File: src/rtl/pipe_skid_buffer.sv
// Two-entry fetch-to-decode skid buffer; 1-cycle latency, full throughput with out_ready high.
// in_ready depends on registered state only, so out_ready never reaches upstream combinationally.
module pipe_skid_buffer #(
  parameter int               DBITS    = 32,
  parameter logic [DBITS-1:0] NOP_WORD = 'h2300_0000,
  parameter int               CNTBITS  = 16
) (
  input  logic               clk,
  input  logic               reset,
  input  logic               in_valid,
  output logic               in_ready,
  input  logic [DBITS-1:0]   in_pc,
  input  logic [DBITS-1:0]   in_inst,
  input  logic               in_noop,
  input  logic               flush,
  output logic               out_valid,
  input  logic               out_ready,
  output logic [DBITS-1:0]   out_pc,
  output logic [DBITS-1:0]   out_inst,
  output logic               out_noop,
  output logic [1:0]         occupancy,
  output logic [CNTBITS-1:0] bubble_cnt
);

  // Encoding doubles as the occupancy count.
  typedef enum logic [1:0] {
    S_EMPTY = 2'd0,
    S_ONE   = 2'd1,
    S_FULL  = 2'd2
  } state_e;

  state_e             state_q, state_d;
  logic [DBITS-1:0]   main_pc_q, main_pc_d;
  logic [DBITS-1:0]   main_inst_q, main_inst_d;
  logic               main_noop_q, main_noop_d;
  logic [DBITS-1:0]   skid_pc_q, skid_pc_d;
  logic [DBITS-1:0]   skid_inst_q, skid_inst_d;
  logic               skid_noop_q, skid_noop_d;
  logic [CNTBITS-1:0] bub_q, bub_d;

  logic accept;
  logic take;

  assign accept = in_valid & in_ready;
  assign take   = out_valid & out_ready;

  // State register
  always_ff @(posedge clk) begin
    if (reset) begin
      state_q <= S_EMPTY;
    end else begin
      state_q <= state_d;
    end
  end

  // Next-state logic; flush overrides any transfer
  always_comb begin
    state_d = state_q;
    if (flush) begin
      state_d = S_EMPTY;
    end else begin
      case (state_q)
        S_EMPTY: if (accept) state_d = S_ONE;
        S_ONE: begin
          if (accept && !take) state_d = S_FULL;
          else if (!accept && take) state_d = S_EMPTY;
        end
        S_FULL:  if (take) state_d = S_ONE;
        default: state_d = S_EMPTY;
      endcase
    end
  end

  // Output logic: fields come from main only, masked to a no-op when empty
  always_comb begin
    in_ready  = (state_q != S_FULL) & ~reset;
    out_valid = (state_q != S_EMPTY);
    occupancy = state_q;
    if (out_valid) begin
      out_pc   = main_pc_q;
      out_inst = main_inst_q;
      out_noop = main_noop_q;
    end else begin
      out_pc   = '0;
      out_inst = NOP_WORD;
      out_noop = 1'b1;
    end
    bubble_cnt = bub_q;
  end

  // Entry datapath; a flushed cycle leaves stale contents that the state masks off
  always_comb begin
    main_pc_d   = main_pc_q;
    main_inst_d = main_inst_q;
    main_noop_d = main_noop_q;
    skid_pc_d   = skid_pc_q;
    skid_inst_d = skid_inst_q;
    skid_noop_d = skid_noop_q;
    if (!flush) begin
      case (state_q)
        S_EMPTY: begin
          if (accept) begin
            main_pc_d   = in_pc;
            main_inst_d = in_inst;
            main_noop_d = in_noop;
          end
        end
        S_ONE: begin
          if (accept && take) begin
            main_pc_d   = in_pc;
            main_inst_d = in_inst;
            main_noop_d = in_noop;
          end else if (accept) begin
            skid_pc_d   = in_pc;
            skid_inst_d = in_inst;
            skid_noop_d = in_noop;
          end
        end
        S_FULL: begin
          if (take) begin
            main_pc_d   = skid_pc_q;
            main_inst_d = skid_inst_q;
            main_noop_d = skid_noop_q;
          end
        end
        default: ;
      endcase
    end
  end

  always_ff @(posedge clk) begin
    if (reset) begin
      main_pc_q   <= '0;
      main_inst_q <= NOP_WORD;
      main_noop_q <= 1'b1;
      skid_pc_q   <= '0;
      skid_inst_q <= '0;
      skid_noop_q <= 1'b0;
    end else begin
      main_pc_q   <= main_pc_d;
      main_inst_q <= main_inst_d;
      main_noop_q <= main_noop_d;
      skid_pc_q   <= skid_pc_d;
      skid_inst_q <= skid_inst_d;
      skid_noop_q <= skid_noop_d;
    end
  end

  // Bubble counter saturates and ignores flush
  always_comb begin
    bub_d = bub_q;
    if (out_ready && !out_valid && (bub_q != {CNTBITS{1'b1}})) begin
      bub_d = bub_q + 1'b1;
    end
  end

  always_ff @(posedge clk) begin
    if (reset) begin
      bub_q <= '0;
    end else begin
      bub_q <= bub_d;
    end
  end

endmodule

File: config.mk
export PLATFORM = sky130hd
export DESIGN_NAME = pipe_skid_buffer
export DESIGN_NICKNAME = d
export VERILOG_FILES = /design/src/rtl/pipe_skid_buffer.sv
export SDC_FILE = /design/constraint.sdc
export NUM_CORES = 1
export LEC_CHECK = 0
export CELL_PAD_IN_SITES_DETAIL_PLACEMENT = 1
export CELL_PAD_IN_SITES_GLOBAL_PLACEMENT = 2
export CORE_MARGIN = 1
export CORE_UTILIZATION = 31
export DETAILED_ROUTE_END_ITERATION = 10
export PLACE_DENSITY = 0.95
export SLEW_MARGIN = 30
export SYNTH_ARGS = -nofsm -noshare
export SYNTH_HDL_FRONTEND = slang
export SYNTH_SLANG_ARGS = --single-unit
File: constraint.sdc
create_clock -name clk -period 5.7 [get_ports clk]
set_input_delay 1.14 -clock clk [delete_from_list [all_inputs] [get_ports clk]]
set_output_delay 1.14 -clock clk [all_outputs]
set_load 0.02 [all_outputs]
Word level (Yosys, flattened, before mapping)
Index checks and enable logic that the tools add are counted.
{"block": "word_totals", "out_inout_bits": 85, "reg_bits": 148, "wordCells": 58, "in_bits": 70}
{"block": "op_classes", "bitwise": 6, "n_addsub": 1, "n_reduce_logical": 15, "n_mux": 20, "eq_ne": 8}
{"op": "two-way mux 32 bit", "count": 8}
{"op": "one-hot mux 32 bit (3 select lines)", "count": 2}
{"op": "adder 16 x 1 -> 16 bit, second input constant", "count": 1}
{"op": "inequality test 16 bit, second input constant", "count": 1}
{"op": "two-way mux 2 bit", "count": 4}
{"op": "inequality test 2 bit, second input constant", "count": 4}
{"op": "one-hot mux 2 bit (3 select lines)", "count": 1}
{"op": "logical AND 1 bit", "count": 5}
{"op": "AND reduction 5 bit", "count": 1}
{"op": "two-way mux 1 bit", "count": 4}
{"op": "AND reduction 4 bit", "count": 1}
{"op": "bitwise AND 1 bit", "count": 3}
{"op": "zero test 1 bit", "count": 3}
{"op": "inequality test 3 bit, second input constant", "count": 1}
{"op": "NOT 1 bit", "count": 3}
{"op": "one-hot mux 1 bit (3 select lines)", "count": 1}
{"op": "AND reduction 3 bit", "count": 1}
{"op": "nonzero test 3 bit", "count": 1}
{"op": "== test 2 x 1 -> 1 bit, second input constant", "count": 1}
{"op": "== test 2 bit, second input constant", "count": 1}
{"op": "zero test 2 bit", "count": 1}
{"op": "nonzero test 2 bit", "count": 1}
{"op": "OR reduction 2 bit", "count": 1}

Depth between registers and ports, before layout
Gate-level depths: netlist of the first run.
{"block": "logic_depth", "word_depth": 8, "depth_mapped": 12, "ltp_nobuf": 8}

Worst setup path before layout of the first run
Ideal clock, no wire load.
{"block": "synth_path", "path_type": "input -> register", "start": "input port reset", "end": "register main_inst_q[24]", "path_slack_ns": 2.482, "path_stages": 10, "required_time_ns": 5.561, "t_arrival_ns": 3.079, "n_path_buf": 4, "path_cell_list": "clkbuf_1 -> inv_1 -> clkbuf_1 -> and3_1 -> ha_1 -> nand2b_1 -> a221oi_1 -> clkbuf_1 -> clkbuf_1 -> o211ai_1"}
{"block": "synth_via", "elab_chain_cells": 6, "word_cells_on_any_way": 7}
{"element": "from (decl)", "line": "9", "rtl": "input logic reset,"}
{"element": "NOT 1 bit", "line": "76", "rtl": "in_ready = (state_q != S_FULL) & ~reset;"}
{"element": "bitwise AND 1 bit", "line": "76"}
{"element": "bitwise AND 1 bit", "line": "44", "rtl": "assign accept = in_valid & in_ready;"}
{"element": "logical AND 1 bit", "line": "109", "rtl": "if (accept && take) begin"}
{"element": "inequality test 2 bit (no source line)"}
{"element": "AND reduction 5 bit (no source line)"}
{"element": "to (signal assigned)", "line": "141", "rtl": "main_inst_q <= main_inst_d;"}
{"element": "to (decl)", "line": "34", "rtl": "logic [DBITS-1:0] main_inst_q, main_inst_d;"}
Several ways; a longest one is shown, not always the timed one.
A chain may end at the register's enable or synchronous reset.

Worst setup path after layout of the first run
{"block": "layout_path", "start": "input port reset", "end": "output port in_ready"}
{"block": "layout_via", "elab_chain_cells": 2}
{"element": "NOT 1 bit", "line": "76"}
{"element": "bitwise AND 1 bit", "line": "76"}
{"element": "to (decl)", "line": "11", "rtl": "output logic in_ready,"}
No other way between the ends.

==> impl_metrics.tcl, run 1 <==
set metrics [dict create \
    core_region_area_mm2 0.02030 \
    die_h_um 146.1 \
    crit_fanout 59 \
    die_area_mm2 0.02136 \
    area_delta_synth_final_pct 36.52 \
    postLayoutCoreUtil_pct 43.32 \
    powerDensity_mw_per_mm2 279.9 \
    whs_path_depth 2 \
    ctsResizeCount 0 \
    r2r-start "occupancy[0]" \
    dp_slack_ns 1.589 \
    power.leakage_nw 3.383 \
    start_util_pct 31.73 \
    ant_nets 0 \
    synth_edf_count 0 \
    gp_congestion 0.7286 \
    hold_violations 0 \
    rrSetupSlack_ns 2.62 \
    peakVddDrop_v 0.0001748 \
    cp-end-kind "output pin" \
    cts_root_buffer "clkbuf_16" \
    antenna_cells 0 \
    drt_first_pass_iters 4 \
    final_common_cell "clkdlybuf4s50_1" \
    syn_area_per_cell_um2 8.387 \
    numCtsBuffers 17 \
    clk_latency_ns 0.41 \
    drv_slew 0 \
    path_clk_slew_ns 0.06 \
    grt_start_max_net_pins 131 \
    tritoncts "built" \
    ys_async_sr_fraction_pct 0 \
    run_status "completed" \
    synth_nets 841 \
    worstHoldStart "skid_inst_q[31]" \
    grt.overflow.total 0 \
    num_vias 5664 \
    synth_warnings 0 \
    grt_pass1_vias 5630 \
    rsz0062_at_grt "no" \
    critPathRequiredTime_ns 4.56 \
    p_total_mw 2.461 \
    synthFlopType "dfxtp_1" \
    ios 155 \
    ys_ff_latch 148 \
    clock_path_buffers 2 \
    setup_viol 0 \
    grtUsageTotal_pct 16.72 \
    final_cell_mix "153 x clkdlybuf4s50_1, 148 x dfxtp_1, 142 x nand2_1, 78 x a21oi_1, 67 x nor2_1" \
    dp_cells 1136 \
    grt_pass1_wl_mm 28.94 \
    fmax_mhz 256.8 \
    busiest_layer "met2" \
    port_buffers 154 \
    critical_path_class "input port to output pin" \
    ys_types 37 \
    use_met1_pct 21.81 \
    arrival_ns 2.75 \
    synth_area_mm2 0.006441 \
    slew-limit-headroom_pct 52.37 \
    cts.sinks 148 \
    tightest_slew_ns 0.7144 \
    worstRegToRegCells 8 \
    fin_ws_ns 1.806 \
    hold_end "skid_inst_q[31]" \
    fin_cells 1168 \
    ys_seq_area_share_pct 46.00 \
    skew_ns 0.008069 \
    antenna_found_initial 0 \
    met3_usage_pct 3.531 \
    drtIter0Drc 180 \
    final_nets 958 \
    wire_per_inst_um 15.01 \
    dpl.hpwl_mm 11.20 \
    cp-start-kind "input port" \
    post-cts-setup-buffers 0 \
    row_count 52 \
    met2_usage_pct 27.60 \
    tns_ns 0 \
    syn_inst 768 \
    min_period_over_period_pct 68.31 \
    drive_above_1_share_pct 5.234 \
    drc 0 \
    cts_hold_buffers 0 \
    die_w_um 146.1 \
    cap_violations 0 \
    period_needed_ns 3.894 \
    htree_levels 4 \
    hold_class "flip-flop to flip-flop" \
    r2r_end "skid_pc_q[11]" \
    wl_mm 17.53 \
    viasPerCell 4.849 \
]
==> power by group <==
group	switching (mW)	internal (mW)
combinational	0.109	0.101
clock	0.458	0.705
sequential	0.0178	1.07
total	0.584	1.88
==> cells by family (layout without fill, tap and decap cells) <==
kind of cell	after synthesis	in the layout	share of synthesized area, %
muxes	64	64	9.985
buffers and inverters	73	203	4.351
AOI/OAI and AO/OA	165	165	16.26
adders and majority gates	3	3	0.5828
and+or+nand+nor	315	315	22.82
DFF	148	148	46.00
==> worst max path at each step <==
| stage | from | endpoint | slack, ns | cells after the start |
|---|---|---|---|---|
| after floorplan | reset | main_inst_q[24] | 2.48 | 10 |
| after global placement | reset | skid_pc_q[19] | 1.61 | 8 |
| after detailed placement | reset | skid_pc_q[19] | 1.59 | 8 |
| after CTS | reset | in_ready | 1.76 | 4 |
| after global routing | reset | in_ready | 1.66 | 4 |
| final | reset | in_ready | 1.81 | 4 |
==> registers in the layout (all words and copies together) (netlist names) <==
signal	cells
bubble_cnt	16
main_inst_q	32
main_noop_q	1
main_pc_q	32
occupancy	2
skid_inst_q	32
skid_noop_q	1
skid_pc_q	32
==> critical path, stage by stage <==
cell and delay (ns):
buf_4 0.48, inv_1 0.34, and2_1 0.25, clkdlybuf4s50_1 0.53
==> stage by stage <==
step | instance area [um^2] | hold slack, ns
4_1_cts | 8780 | 0.4564
3_3_place_gp | 8163 | 0.4402
6_report | 8793 | 0.4546
3_5_place_dp | 8165 | 0.4476
5_1_grt | 8793 | 0.4756
2_1_floorplan | 6441 | 0.4357
==> Yosys cell counts, types with 4 or more instances <==
cell type	count	area (um^2)
nor2_1	67	251.5
and2_1	62	387.9
dfxtp_1	148	2963
or4_1	8	60.06
clkbuf_1	52	195.2
buf_2	5	25.02
nand2b_1	6	37.54
a21oi_1	78	390.4
inv_1	11	41.29
nand3_1	4	20.02
o211ai_1	8	60.06
o41ai_1	4	35.03
o31ai_1	7	52.55
a211oi_1	61	457.9
mux2i_1	62	620.6
buf_1	5	18.77
or3_1	4	25.02
nand2_1	142	533.0
==> area by class of cell <==
| class | instances | area [um^2] |
|---|---|---|
| repair buffers | 160 | 1604 |
| flip-flops and latches | 148 | 2963 |
| well taps | 270 | 337.8 |
| inverters | 11 | 41.29 |
| clock buffers | 18 | 439.2 |
| clock inverters | 14 | 175.2 |
| multi-input cells | 547 | 3233 |
| fillers | 2381 | 11510 |
==> per-layer routing <==
metal,vias to the layer above,wire length (um)
li1,2881,-
met1,2678,8351
met2,93,8404
met3,12,623
met4,0,155
met5,-,0
No activity file was read; power rests on OpenSTA's default activity.
==> inputs of run 2 (changes only) <==
- CORE_UTILIZATION: 31 -> 29
- PLACE_DENSITY: 0.95 -> 0.92
- clock period: 5.7 -> 4.05 ns (I/O delays scaled with it)
==> run 2 against run 1 <==
Flip-flop and latch count did not move. Die area grew 6.8%. Total power is 42% higher. Clock skew increased by 0.0075 ns. Final cell count rose by 1.3%. Register-to-register slack worse by 1.1 ns. Sequential power is 40% higher. Clock power up 43%. Core utilization down 2.7 points. Routed wire length up 5.4%. Via count up 1.4%. Critical path type is now flip-flop to output pin. Largest power group unchanged.
==> impl_metrics.tcl, run 2 (synthesis gave the netlist of run 1 again) <==
set metrics [dict create \
    cp-start-kind "flip-flop" \
    p_switching_uw 846.5 \
    final_nets 963 \
    core_region_area_mm2 0.02182 \
    port_buffers 154 \
    clock_power_share_pct 47.5 \
    path_cells "or2_2, buf_4, and2_1, clkdlybuf4s50_1" \
    wl_met3_um 728 \
    cp-end-kind "output pin" \
    tns_ns 0 \
    grt_pass1_vias 5779 \
    critPathRequiredTime_ns 3.24 \
    dpl.hpwl_mm 12.09 \
    grt.overflow.total 0 \
    area_delta_synth_final_pct 37.49 \
    critical_path_class "flip-flop to output pin" \
    wire_per_inst_um 15.62 \
    ant_nets 0 \
    rsz0062_at_grt "no" \
    viasPerCell 4.856 \
    die_h_um 151.0 \
    clk_latency_ns 0.43 \
    slew-limit-headroom_pct 38.22 \
    power_frac_seq_pct 43.8 \
    intPower_mw 2.647 \
    whs_path_depth 2 \
    p_sw_share_pct 24.23 \
    cts_hold_buffers 0 \
    grt_start_max_net_pins 85 \
    setup_viol 0 \
    post-cts-setup-buffers 0 \
    tightest_slew_ns 0.9182 \
    start_util_pct 29.51 \
    run_status "completed" \
    htree_levels 4 \
    topRoutingLayerUsed "met4" \
    powerDensity_mw_per_mm2 394.5 \
    antenna_found_initial 0 \
    clock_path_buffers 2 \
    drt_first_pass_iters 4 \
    crit_path_max_incr_delay_ns 0.61 \
    arrival_ns 2.46 \
    path_clk_slew_ns 0.06 \
    power.leakage_nw 3.420 \
    hold_class "flip-flop to flip-flop" \
    drc 0 \
    row_count 54 \
    die_area_mm2 0.02281 \
    worstRegToRegCells 9 \
    grtUsageTotal_pct 16.78 \
    cts.sinks 148 \
    fmax_mhz 306.2 \
    grt_pass1_wl_mm 29.48 \
    crit_fanout 21 \
    cap_violations 0 \
    period_needed_ns 3.266 \
    hold_violations 0 \
    crit_path_top_delay_cell "clkdlybuf4s50_1" \
    comb_power_share_pct 8.6 \
    met2_length_mm 9.175 \
    fill_cells 2545 \
    met1_length_mm 8.298 \
    die_w_um 151.0 \
    numCtsBuffers 17 \
    antenna_cells 0 \
    drtIter0Drc 177 \
    final_cell_mix "153 x clkdlybuf4s50_1, 148 x dfxtp_1, 142 x nand2_1, 78 x a21oi_1, 67 x nor2_1" \
    peakVddDrop_v 0.0002472 \
    ctsResizeCount 0 \
    skew_ns 0.01556 \
    hold_ws_ns 0.4544 \
    cts_root_buffer "clkbuf_16" \
    min_period_over_period_pct 80.63 \
    wl_mm 18.48 \
    ios 155 \
    num_vias 5745 \
    gp_congestion 0.7517 \
    drive_above_1_share_pct 5.648 \
    tritoncts "built" \
    drv_slew 0 \
    final_common_cell "clkdlybuf4s50_1" \
]
run 2: changes by cell type in the layout (fill, tap and decap cells not counted), sizes merged:
cell and change:
buf +5, clkinvlp -1, inv +1
run 2: cell type report:
type                    count  area, um^2  share of cell area, %
clock buffers              18       439.2                  4.959
well taps                 280       350.3                  3.956
repair buffers            165        1663                  18.78
multi-input cells         547        3224                  36.41
inverters                  11       41.29                 0.4662
flip-flops and latches    148        2963                  33.46
clock inverters            14       175.2                  1.978
run 2: critical path, delay by kind of cell, from the launching register on:
kind,cells,cell delay (ns)
simple gates,2,0.61
buf+inv,2,0.90
flops,1,0.51
run 2: worst paths after layout:
kind | start | to | slack, ns
max | occupancy[1] | out_pc[18] | 0.78
min | skid_inst_q[5] | skid_inst_q[5] | 0.45
max reg2reg | occupancy[1] | main_pc_q[11] | 1.48
min reg2reg | skid_inst_q[5] | skid_inst_q[5] | 0.45
run 2: per-stage QoR:
step | instance area, um^2 | power (mW) | instances | util, % | worst slack (ns)
after floorplan | 6441 | 1.718 | 768 | - | 1.162
after CTS | 8856 | 3.550 | 1183 | 40.58 | 0.7079
final | 8856 | 3.494 | 1183 | 40.58 | 0.7844
after detailed placement | 8242 | 1.872 | 1151 | 37.77 | 0.9332
after global routing | 8856 | 3.651 | 1183 | 40.58 | 0.6261
after global placement | 8238 | 1.863 | 1151 | 37.75 | 0.9848
run 2: power by group through the flow:
stage | registers (mW) | logic [mW] | clock network (mW)
after floorplan | 1.56 | 0.157 | 0
after global placement | 1.56 | 0.300 | 0
after detailed placement | 1.57 | 0.306 | 0
after CTS | 1.53 | 0.307 | 1.71
after global routing | 1.54 | 0.334 | 1.78
final | 1.53 | 0.302 | 1.66
run 2: layer usage:
metal,up-vias,track usage (%)
met5,-,0
met4,0,6.350
met3,18,3.584
met2,113,28.74
met1,2720,20.48
li1,2894,-
